[src/rtl/pb_pkg.sv]
`default_nettype none
// ============================================================================
// Module      : pb_pkg
// Description : Shared types and default timing constants for the push-button
//               debouncer and related board-input conditioning blocks.
// Revision    : 1.0 - initial release
// ============================================================================
package pb_pkg;

    // Debounce / auto-repeat controller states
    typedef enum logic [1:0] {
        IDLE     = 2'd0,
        DB_PRESS = 2'd1,
        HELD     = 2'd2,
        DB_REL   = 2'd3
    } pb_state_t;

    // Defaults for a 50 MHz system clock
    localparam int DB_CYCLES_50M = 500_000;     // 10 ms debounce window
    localparam int RPT_DLY_50M   = 25_000_000;  // 500 ms until first repeat
    localparam int RPT_PER_50M   = 5_000_000;   // 100 ms between repeats

endpackage : pb_pkg
`default_nettype wire

[src/rtl/btn_sync.sv]
`default_nettype none
// ============================================================================
// Module      : btn_sync
// Description : Two-flop synchronizer for asynchronous board inputs. Each bit
//               is synchronized independently; reset clears both stages.
// Revision    : 1.0 - initial release
// ============================================================================
module btn_sync #(
    parameter int WIDTH = 1
) (
    input  logic             clk,
    input  logic             rst,
    input  logic [WIDTH-1:0] i_d,
    output logic [WIDTH-1:0] o_q
);

    logic [WIDTH-1:0] r_meta;
    logic [WIDTH-1:0] r_sync;

    // First stage may go metastable; second stage gives it a full cycle to settle
    always_ff @(posedge clk or posedge rst) begin
        if (rst) begin
            r_meta <= '0;
            r_sync <= '0;
        end else begin
            r_meta <= i_d;
            r_sync <= r_meta;
        end
    end

    assign o_q = r_sync;

endmodule : btn_sync
`default_nettype wire

[src/rtl/pb_debounce.sv]
`default_nettype none
// ============================================================================
// Module      : pb_debounce
// Description : Push-button debouncer and one-shot generator. Produces a clean
//               level, a one-cycle press pulse (repeated while held when
//               auto-repeat is enabled) and a one-cycle release pulse.
// Revision    : 1.0 - initial release
// ============================================================================
module pb_debounce
    import pb_pkg::*;
#(
    parameter int DB_CYCLES = DB_CYCLES_50M,
    parameter int RPT_EN    = 1,
    parameter int RPT_DLY   = RPT_DLY_50M,
    parameter int RPT_PER   = RPT_PER_50M,
    parameter int CNT_W     = 25
) (
    input  logic clk,
    input  logic rst,
    input  logic btn_in,
    output logic btn_lvl,
    output logic btn_press,
    output logic btn_rel
);

    // Terminal counts; compare-and-clear happens before increment so the
    // counters never need to exceed these values.
    localparam logic [CNT_W-1:0] c_DB_LAST      = CNT_W'(DB_CYCLES - 1);
    localparam logic [CNT_W-1:0] c_RPT_DLY_LAST = CNT_W'(RPT_DLY - 1);
    localparam logic [CNT_W-1:0] c_RPT_PER_LAST = CNT_W'(RPT_PER - 1);
    localparam logic [CNT_W-1:0] c_CNT_ONE      = CNT_W'(1);

    logic             w_s;

    pb_state_t        r_state;
    logic [CNT_W-1:0] r_db_cnt;
    logic [CNT_W-1:0] r_rpt_cnt;
    logic             r_first;
    logic             r_lvl;
    logic             r_press;
    logic             r_rel;

    pb_state_t        w_state_nxt;
    logic [CNT_W-1:0] w_db_cnt_nxt;
    logic [CNT_W-1:0] w_rpt_cnt_nxt;
    logic             w_first_nxt;
    logic             w_lvl_nxt;
    logic             w_press_nxt;
    logic             w_rel_nxt;
    logic [CNT_W-1:0] w_rpt_last;

    btn_sync #(
        .WIDTH (1)
    ) u_btn_sync (
        .clk (clk),
        .rst (rst),
        .i_d (btn_in),
        .o_q (w_s)
    );

    // First repeat waits the long delay, later ones use the short period
    assign w_rpt_last = r_first ? c_RPT_DLY_LAST : c_RPT_PER_LAST;

    // Next-state, counter and output-pulse decode
    always_comb begin
        w_state_nxt   = r_state;
        w_db_cnt_nxt  = r_db_cnt;
        w_rpt_cnt_nxt = r_rpt_cnt;
        w_first_nxt   = r_first;
        w_lvl_nxt     = r_lvl;
        w_press_nxt   = 1'b0;
        w_rel_nxt     = 1'b0;

        case (r_state)
            IDLE: begin
                w_lvl_nxt = 1'b0;
                if (w_s) begin
                    w_state_nxt  = DB_PRESS;
                    w_db_cnt_nxt = '0;
                end
            end

            DB_PRESS: begin
                if (!w_s) begin
                    // Bounce: fall back silently
                    w_state_nxt = IDLE;
                end else if (r_db_cnt == c_DB_LAST) begin
                    w_state_nxt   = HELD;
                    w_lvl_nxt     = 1'b1;
                    w_press_nxt   = 1'b1;
                    w_rpt_cnt_nxt = '0;
                    w_first_nxt   = 1'b1;
                end else begin
                    w_db_cnt_nxt = r_db_cnt + c_CNT_ONE;
                end
            end

            HELD: begin
                w_lvl_nxt = 1'b1;
                if (!w_s) begin
                    // Repeat counter freezes while the release is being qualified
                    w_state_nxt  = DB_REL;
                    w_db_cnt_nxt = '0;
                end else if (RPT_EN != 0) begin
                    if (r_rpt_cnt == w_rpt_last) begin
                        w_press_nxt   = 1'b1;
                        w_rpt_cnt_nxt = '0;
                        w_first_nxt   = 1'b0;
                    end else begin
                        w_rpt_cnt_nxt = r_rpt_cnt + c_CNT_ONE;
                    end
                end
            end

            DB_REL: begin
                if (w_s) begin
                    // Release bounce: resume holding, repeat count intact
                    w_state_nxt = HELD;
                end else if (r_db_cnt == c_DB_LAST) begin
                    w_state_nxt = IDLE;
                    w_lvl_nxt   = 1'b0;
                    w_rel_nxt   = 1'b1;
                end else begin
                    w_db_cnt_nxt = r_db_cnt + c_CNT_ONE;
                end
            end

            default: begin
                w_state_nxt = IDLE;
                w_lvl_nxt   = 1'b0;
            end
        endcase
    end

    // State, counters and registered outputs
    always_ff @(posedge clk or posedge rst) begin
        if (rst) begin
            r_state   <= IDLE;
            r_db_cnt  <= '0;
            r_rpt_cnt <= '0;
            r_first   <= 1'b0;
            r_lvl     <= 1'b0;
            r_press   <= 1'b0;
            r_rel     <= 1'b0;
        end else begin
            r_state   <= w_state_nxt;
            r_db_cnt  <= w_db_cnt_nxt;
            r_rpt_cnt <= w_rpt_cnt_nxt;
            r_first   <= w_first_nxt;
            r_lvl     <= w_lvl_nxt;
            r_press   <= w_press_nxt;
            r_rel     <= w_rel_nxt;
        end
    end

    assign btn_lvl   = r_lvl;
    assign btn_press = r_press;
    assign btn_rel   = r_rel;

endmodule : pb_debounce
`default_nettype wire

[config.mk]
export PLATFORM = sky130hd
export DESIGN_NAME = pb_debounce
export DESIGN_NICKNAME = d
export VERILOG_FILES = /design/src/rtl/pb_pkg.sv /design/src/rtl/btn_sync.sv /design/src/rtl/pb_debounce.sv
export SDC_FILE = /design/constraint.sdc
export NUM_CORES = 1
export LEC_CHECK = 0
export BUFFER_PORTS_ARGS = -buffer_cell sky130_fd_sc_hd__buf_2
export CORE_ASPECT_RATIO = 0.7
export CORE_UTILIZATION = 55
export DETAILED_ROUTE_END_ITERATION = 16
export HOLD_SLACK_MARGIN = 0.03
export PLACE_DENSITY = 0.71
export SLEW_MARGIN = 40
export SYNTH_ARGS = -nofsm -noshare
export SYNTH_HDL_FRONTEND = slang
export SYNTH_SLANG_ARGS = --single-unit
export TNS_END_PERCENT = 100
[constraint.sdc]
create_clock -name clk -period 5.1 [get_ports clk]
set_input_delay 0.765 -clock clk [delete_from_list [all_inputs] [get_ports clk]]
set_output_delay 0.765 -clock clk [all_outputs]
set_load 0.01 [all_outputs]
# Yosys cells after proc, flatten, opt, wreduce, memory -nomap -nowiden
# Index checks and enable logic that the tools add are counted.
[word_totals] regBits=58 in_bits=3 wordCells=67
[op_classes] n_eq_ne=15 add_sub_neg=2 mux=34 n_reduce_logical=7
[ops] op="25-bit 2-to-1 mux" n=10
[ops] op="25-bit case mux with 4 select lines" n=1
[ops] op="25-bit by 1-bit adder with 25-bit output (second input constant)" n=2
[ops] op="25-bit case mux with 2 select lines" n=1
[ops] op="25-bit by 19-bit equality test with 1-bit output (second input constant)" n=1
[ops] op="25-bit equality test" n=1
[ops] op="4-bit AND reduction" n=4
[ops] op="1-bit 2-to-1 mux" n=12
[ops] op="2-bit 2-to-1 mux" n=6
[ops] op="2-bit != test (second input constant)" n=5
[ops] op="2-bit case mux with 4 select lines" n=1
[ops] op="2-bit by 1-bit != test with 1-bit output (second input constant)" n=3
[ops] op="5-bit AND reduction" n=1
[ops] op="2-bit equality test (second input constant)" n=2
[ops] op="1-bit case mux with 2 select lines" n=2
[ops] op="1-bit case mux with 4 select lines" n=1
[ops] op="3-bit by 2-bit != test with 1-bit output (second input constant)" n=1
[ops] op="3-bit != test (second input constant)" n=1
[ops] op="2-bit by 1-bit equality test with 1-bit output (second input constant)" n=1
[ops] op="2-bit logical NOT" n=1
[ops] op="2-bit nonzero test" n=1

# Logic depth before layout (Yosys ltp)
# Gate-level depths: netlist (run 1).
[logic_depth] word_depth=5 ltp_mapped=10

# Hierarchy
# A second synthesis (run 1) with hierarchy kept.
[hier_totals] hier_cells=379 area_unflattened_um2=3428.3
[by_module_without_submodules] module="pb_debounce" cells_each=376 area_each_um2=3374.5 instances=1 seq_area_each_um2=1401.3
[by_module_without_submodules] module="btn_sync" cells_each=3 area_each_um2=53.8 instances=1 seq_area_each_um2=50.0

# Worst setup path after synthesis (run 1)
# Ideal clock, no wire load.
[synth_path] kind="register to register" start="reg r_state[0]" end="reg r_db_cnt[6]" stages_incl_launch_ff=11 setup_slack_ns=2.962 t_required_ns=4.971 n_path_buf=3 period_less_slack_ns=2.138 t_arrival_ns=2.009 setup_ns=0.129 path_cell_list="dfrtp_1 inv_1 ha_1 clkbuf_1 nor3b_1 nor2_1 a31o_2 buf_2 clkbuf_1 o21ai_0 o41ai_1"
[synth_between] elab_chain_cells=3 word_cells_on_any_way=10
[synth_lines] item="from (decl)" line="pb_debounce.sv:35" text="pb_state_t r_state;"
[synth_lines] item="from (signal assigned)" line="pb_debounce.sv:146" text="r_state <= w_state_nxt;"
[synth_lines] item="2-bit by 1-bit equality test with 1-bit output (tied with other cells)" line="pb_debounce.sv:74" text="case (r_state)"
[synth_lines] item="2-bit by 1-bit != test with 1-bit output (no line) / 2-bit != test (equally long branches)"
[synth_lines] item="4-bit AND reduction (no line)"
[synth_lines] item="to (signal assigned)" line="pb_debounce.sv:147" text="r_db_cnt <= w_db_cnt_nxt;"
[synth_lines] item="to (decl)" line="pb_debounce.sv:36" text="logic [CNT_W-1:0] r_db_cnt;"
# Parallel ways exist; a longest one is shown, timed or not.
# A chain may end at the register's enable or synchronous reset.

# Worst setup path after layout (run 1)
[layout_path] start="reg r_db_cnt[21]" end="reg r_rpt_cnt[20]"
[layout_between] elab_chain_cells=3
[layout_lines] item="25-bit by 19-bit equality test with 1-bit output" line="pb_debounce.sv:87" text="end else if (r_db_cnt == c_DB_LAST) begin"
[layout_lines] item="2-bit != test (no line)"
[layout_lines] item="4-bit AND reduction (no line)"
[layout_lines] item="to (signal assigned)" line="pb_debounce.sv:148" text="r_rpt_cnt <= w_rpt_cnt_nxt;"
[layout_lines] item="to (decl)" line="pb_debounce.sv:37" text="logic [CNT_W-1:0] r_rpt_cnt;"
# Every way passes these cells.

==> metrics.md, run 1 <==
| Metric | Value |
|---|---|
| Clk_skew | `0.008963 ns` |
| Max-Slew Margin vs Limit | `47.65%` |
| Final wirelength | `7901 µm` |
| Vias in the first global route | `2746` |
| Post-route design area | `3811 µm²` |
| Total gr overflow | `0` |
| Most frequent cells in the layout | `dfrtp_1 (58), nand2_1 (30), o21ai_0 (28)` |
| XOR/XNOR Fraction of Synth Area | `0.2453%` |
| Hold_buf cts | `0` |
| Pwr Total | `0.001347 W` |
| Layout cells sized above 1 | `16.49%` |
| Via Count | `3042` |
| Critical path class | `flop to flop` |
| Synth Area in Simple Gates | `27.58%` |
| Post-placement cell count | `451` |
| Synth Area in Adders | `2.102%` |
| Ranking of synthesized cells by area | `dfrtp_1 (41%), o31ai_1 (4.4%), o21ai_0 (3.9%)` |
| Total track usage | `25.83%` |
| Gate Count Post-Synth | `385` |
| Post-CTS setup buffer count | `0` |
| Finished Layout Cells | `466` |
| # setup viols final | `0` |
| Avg Vias per Cell | `6.528` |
| Hold Path Cell Cnt | `0` |
| Die H | `69.42 µm` |
| CTS tree | `yes` |
| Most common cell after layout, fill and taps aside | `dfrtp_1` |
| Syn Nets | `394` |
| Worst skew pair latency | `0.35 ns` |
| Final hold violations | `0` |
| Worst Path Arrival | `2.83 ns` |
| Synth async-reset ratio | `100.0%` |
| Mapped Area | `3571 µm²` |
| Detailed-route DRC error count | `0` |
| Worst reg2reg path depth | `7` |
| Synthesized area per cell | `9.275 µm²` |
| Worst VDD drop | `0.2519 mV` |
| Cell Area, Placed | `3633 µm²` |
| Seq/Total Area, Yosys | `40.64%` |
| RSZ-0062 raised after global routing | `no` |
| # H-tree levels | `3` |
| Clk buf depth | `2` |
| Fill cells | `536` |
| Synth area leader | `dfrtp_1` |
| Largest net degree at the start of global routing | `59` |
| Final setup TNS | `0 ns` |
| Post-synth EDFFs | `0` |
| Ports | `6` |
| Mux share of post-synthesis cell area | `1.437%` |
| Leakage power | `1.464 nW` |
| Die footprint | `6824 µm²` |
| Slew of the pin with the lowest slew margin | `0.7823 ns` |
| Diode count | `0` |
| Final ANT Viol Nets | `0` |
| Worst Setup End Kind | `flop` |
| Main combinational cell family by area after synthesis | `simple AND/OR/NAND/NOR gates` |
| YS warnings | `0` |
| Hpwl dp | `5366 µm` |
| Power Density | `353.3 nW/µm²` |
| Post-synthesis register bit count | `58` |
| Routability cong. | `0.8207` |
| Drt initial violations | `298` |
| Outcome | `complete, no violations` |
| Resize count post-CTS | `0` |
| CP Max Fanout | `26` |
| Drt wl/cell | `16.95 µm` |
| Cell row count | `24` |
| Die width | `98.31 µm` |
| IO buf count | `5` |
| Initial antenna violation count | `0` |
| Hold WC Path Type | `flop to flop` |
| Clk slew on worst S/H paths | `0.07 ns` |
| Fmax | `390.0 MHz` |
| Clk Tree Root Cell | `clkbuf_8` |
| Max_cap viols | `0` |
| Area of the core | `6246 µm²` |
| Total Nets Final | `393` |
| Area grow syn2layout | `6.728%` |
| CTS Buf Count | `9` |
| CP required | `5.37 ns` |
| Register area | `1451 µm²` |
| Max-slew violation count | `0` |
| Compound-Gate Fraction of Synth Area | `22.60%` |
| Startpoint types | `flop` |
| Drt first pass iters | `5` |
| Final core occ | `61.02%` |
| Primary FF master, synth | `dfrtp_1` |
| Min cycle time layout | `2.564 ns` |
| Fin crit share | `50.27%` |
| First-pass GRT wire length | `13790 µm` |
| Netlist cell types | `55` |
| Yosys top cell area share | `40.64%` |
| Starting Density | `57.17%` |
| Clk sinks | `58` |
| Multi-input logic area | `1931 µm²` |
-- metal layers --
layer / wire length [µm] / global-route usage [%] / up-vias / part of all wire, %
met2: 3036 / 32.32 / 106 / 38
met5: 0 / 0 / - / 0
met1: 4165 / 41.73 / 1463 / 53
li1: - / - / 1460 / -
met4: 117 / 9.121 / 0 / 1.5
met3: 580 / 6.754 / 13 / 7.3
-- Yosys cell counts, types with 6 or more instances --
cell type and instances:
nand2_1 30, inv_1 18, nor2_1 19, o21ai_0 28, o31ai_1 21, nand4_1 10, a21oi_2 13, and3_1 6
or3_1 13, clkbuf_1 12, ha_1 6, nor3_1 6, a21oi_1 25, or4_4 11, nand3_1 25, dfrtp_1 58
-- registers in the layout (all words and copies together) (netlist names), named ones only --
signal and cells:
btn_lvl 1, r_db_cnt 25, r_state 1, r_rpt_cnt 25, r_first 1, u_btn_sync.o_q 1
btn_press 1, btn_rel 1, u_btn_sync.r_meta 1
-- power by group --
group          switching (W)  total, W  internal (W)  leakage (nW)
sequential         0.0000376  0.000530      0.000492         0.795
clock               0.000182  0.000379      0.000198        0.0920
combinational       0.000295  0.000438      0.000143         0.577
-- final cells by class --
class                   instances  share of cell area (%)
clock inverters                 3                  0.3940
clock buffers                  12                   4.071
multi-input cells             287                   50.66
flip-flops and latches         58                   38.08
well taps                      78                   2.561
inverters                      18                   1.773
repair buffers                 10                   2.462
-- final timing paths --
kind                              startpoint  slack [ns]        endpoint
setup reg to reg                r_db_cnt[21]        2.54   r_rpt_cnt[20]
min in group asynchronous                rst        0.53    r_rpt_cnt[3]
hold / removal             u_btn_sync.r_meta        0.36  u_btn_sync.o_q
max in group asynchronous                rst        4.18    r_db_cnt[22]
setup / recovery                r_db_cnt[21]        2.54   r_rpt_cnt[20]
hold reg to reg            u_btn_sync.r_meta        0.36  u_btn_sync.o_q
-- worst max-delay path: stages (launching register included) --
cell and delay [ns]:
dfrtp_1 0.44, nor4_2 0.36, and4_1 0.50, a31oi_4 0.14
buf_8 0.19, buf_16 0.16, or4b_4 0.52, a21oi_2 0.16
-- per-stage QoR --
step / worst slack (ns) / hold slack [ns]
6_report: 2.536 / 0.3559
5_1_grt: 2.437 / 0.3676
3_5_place_dp: 2.503 / 0.3434
3_3_place_gp: 2.497 / 0.3409
2_1_floorplan: 2.907 / 0.3312
4_1_cts: 2.490 / 0.3586
-- kinds of logic after synthesis --
group | count (synthesis)
AO/OA/AOI/OAI | 120
XOR/XNOR | 1
adder cells (fa/ha/maj) | 6
buffers and inverters | 40
flip-flops | 58
multiplexers | 5
AND/OR/NAND/NOR | 155
Note: power is estimated with default switching activity, not from simulation.
==> run 2, diff against run 1 <==
- clock period: 5.1 -> 2.5 ns (I/O delays scaled with it)
==> run 2 against run 1 <==
Effect of this change:
- final area is 3.3% higher
- maximum frequency is 16% higher
- sequential power is 100% higher
==> metrics.md, run 2 (synthesis results as in run 1) <==
| Metric | Value |
|---|---|
| Outcome | `complete, no violations` |
| Clk slew on worst S/H paths | `0.07 ns` |
| Die footprint | `6824 µm²` |
| # H-tree levels | `3` |
| Clk Tree Root Cell | `clkbuf_8` |
| Slowest cell on crit path | `or4_4` |
| CTS Buf Count | `9` |
| Post-route design area | `3939 µm²` |
| Clk_skew | `0.005822 ns` |
| Clk buf depth | `2` |
| Initial antenna violation count | `0` |
| Worst skew pair latency | `0.34 ns` |
| Power Density | `741.4 nW/µm²` |
| Most common cell after layout, fill and taps aside | `dfrtp_1` |
| CP Max Fanout | `48` |
| Final ANT Viol Nets | `0` |
| Clk sinks | `58` |
| Post-CTS setup buffer count | `0` |
| WP buf/inv | `1` |
| Drt initial violations | `229` |
| Area grow syn2layout | `10.30%` |
| Fin crit share | `88.21%` |
| Worst Setup End Kind | `flop` |
| Total track usage | `26.75%` |
| Crit-path max cell delay | `0.53 ns` |
| CP delay by family, top | `simple AND/OR/NAND/NOR gates` |
| IO buf count | `5` |
| First-pass GRT wire length | `14220 µm` |
| Vias in the first global route | `2775` |
| Avg Vias per Cell | `6.554` |
| Ports | `6` |
| Resize count post-CTS | `0` |
| CTS tree | `yes` |
| Fill cells | `512` |
| Final hold violations | `0` |
| Hold WC Path Type | `input port to flop` |
| Total Nets Final | `404` |
| Max_cap viols | `0` |
| Detailed-route DRC error count | `0` |
| Layout cells sized above 1 | `18.00%` |
| # setup viols final | `0` |
| Drt first pass iters | `5` |
| Routability cong. | `0.8984` |
| Hold_buf cts | `1` |
| Largest net degree at the start of global routing | `49` |
| Cell row count | `24` |
| Worst VDD drop | `0.5574 mV` |
| Slew of the pin with the lowest slew margin | `0.5569 ns` |
| CP required | `2.77 ns` |
| Max-Slew Margin vs Limit | `62.48%` |
| Most frequent cells in the layout | `dfrtp_1 (58), nand2_1 (30), o21ai_0 (28)` |
| Max-slew violation count | `0` |
| Worst Path Arrival | `2.48 ns` |
| Area of the core | `6246 µm²` |
| RSZ-0062 raised after global routing | `no` |
| Largest registers | `r_db_cnt: 25 flops, r_rpt_cnt: 25 flops` |
| Fmax | `453.5 MHz` |
| Min cycle time layout | `2.205 ns` |
| Via Count | `3133` |
| Final wirelength | `8394 µm` |
| Starting Density | `57.17%` |
| Total gr overflow | `0` |
| Final setup TNS | `0 ns` |
| Cell Area, Placed | `3731 µm²` |
| Hpwl dp | `5915 µm` |
| Leakage power | `1.530 nW` |
| Diode count | `0` |
| Worst path cell trace | `nor4b_2, and4_1, a31oi_4, buf_12, or4_4, a21oi_2` |
| Startpoint types | `flop` |
| Drt wl/cell | `17.56 µm` |
| Die H | `69.42 µm` |
| Die width | `98.31 µm` |
| Critical path class | `flop to flop` |
run 2: per-stage QoR:
stage | total power (W) | utilization (%) | std cells | worst slack, ns | hold slack [ns]
after floorplan | 0.001751 | - | 385 | 0.3623 | 0.3312
after global placement | 0.002020 | 59.74 | 461 | 0.3597 | 0.3320
after detailed placement | 0.002045 | 59.74 | 461 | 0.3018 | 0.3256
after CTS | 0.002923 | 63.06 | 478 | 0.2897 | 0.1214
after global routing | 0.003076 | 63.06 | 478 | 0.1087 | 0.1177
final | 0.002920 | 63.06 | 478 | 0.2948 | 0.1362
run 2: final timing paths:
kind / slack, ns / end / cells past startpoint / from
setup / recovery: 0.29 / r_rpt_cnt[16] / 6 / r_db_cnt[6]
hold / removal: 0.14 / u_btn_sync.r_meta / 1 / btn_in
setup reg to reg: 0.29 / r_rpt_cnt[16] / 6 / r_db_cnt[6]
hold reg to reg: 0.35 / u_btn_sync.o_q / 0 / u_btn_sync.r_meta
max in group asynchronous: 1.43 / r_db_cnt[16] / 4 / rst
min in group asynchronous: 0.51 / r_rpt_cnt[6] / 3 / rst
run 2: cell type report:
cell class,count,area [µm²],area share [%]
repair buffers,21,197.7,5.019
multi-input cells,287,1927,48.92
clock inverters,2,35.03,0.8895
well taps,78,97.59,2.478
flip-flops and latches,58,1451,36.85
clock buffers,14,162.7,4.130
inverters,18,67.56,1.715
run 2: where the power goes:
group          switching [W]  internal [W]  total (W)
Clock               0.000363      0.000514   0.000877
Combinational       0.000618      0.000346   0.000964
Sequential         0.0000751       0.00100    0.00108
run 2: layer usage:
| metal | up-vias | part of all wire (%) | global-route usage, % |
|---|---|---|---|
| li1 | 1478 | - | - |
| met1 | 1521 | 51 | 43.99 |
| met2 | 124 | 41 | 33.96 |
| met3 | 10 | 6.9 | 5.645 |
| met4 | 0 | 1.2 | 8.955 |
| met5 | - | 0 | 0 |
run 2: worst register-to-register path, delay by kind of cell, from the launching register on:
family,cells,cell delay (ns)
buf+inv,1,0.18
flops,1,0.46
compound gates,2,0.26
simple gates,3,1.23
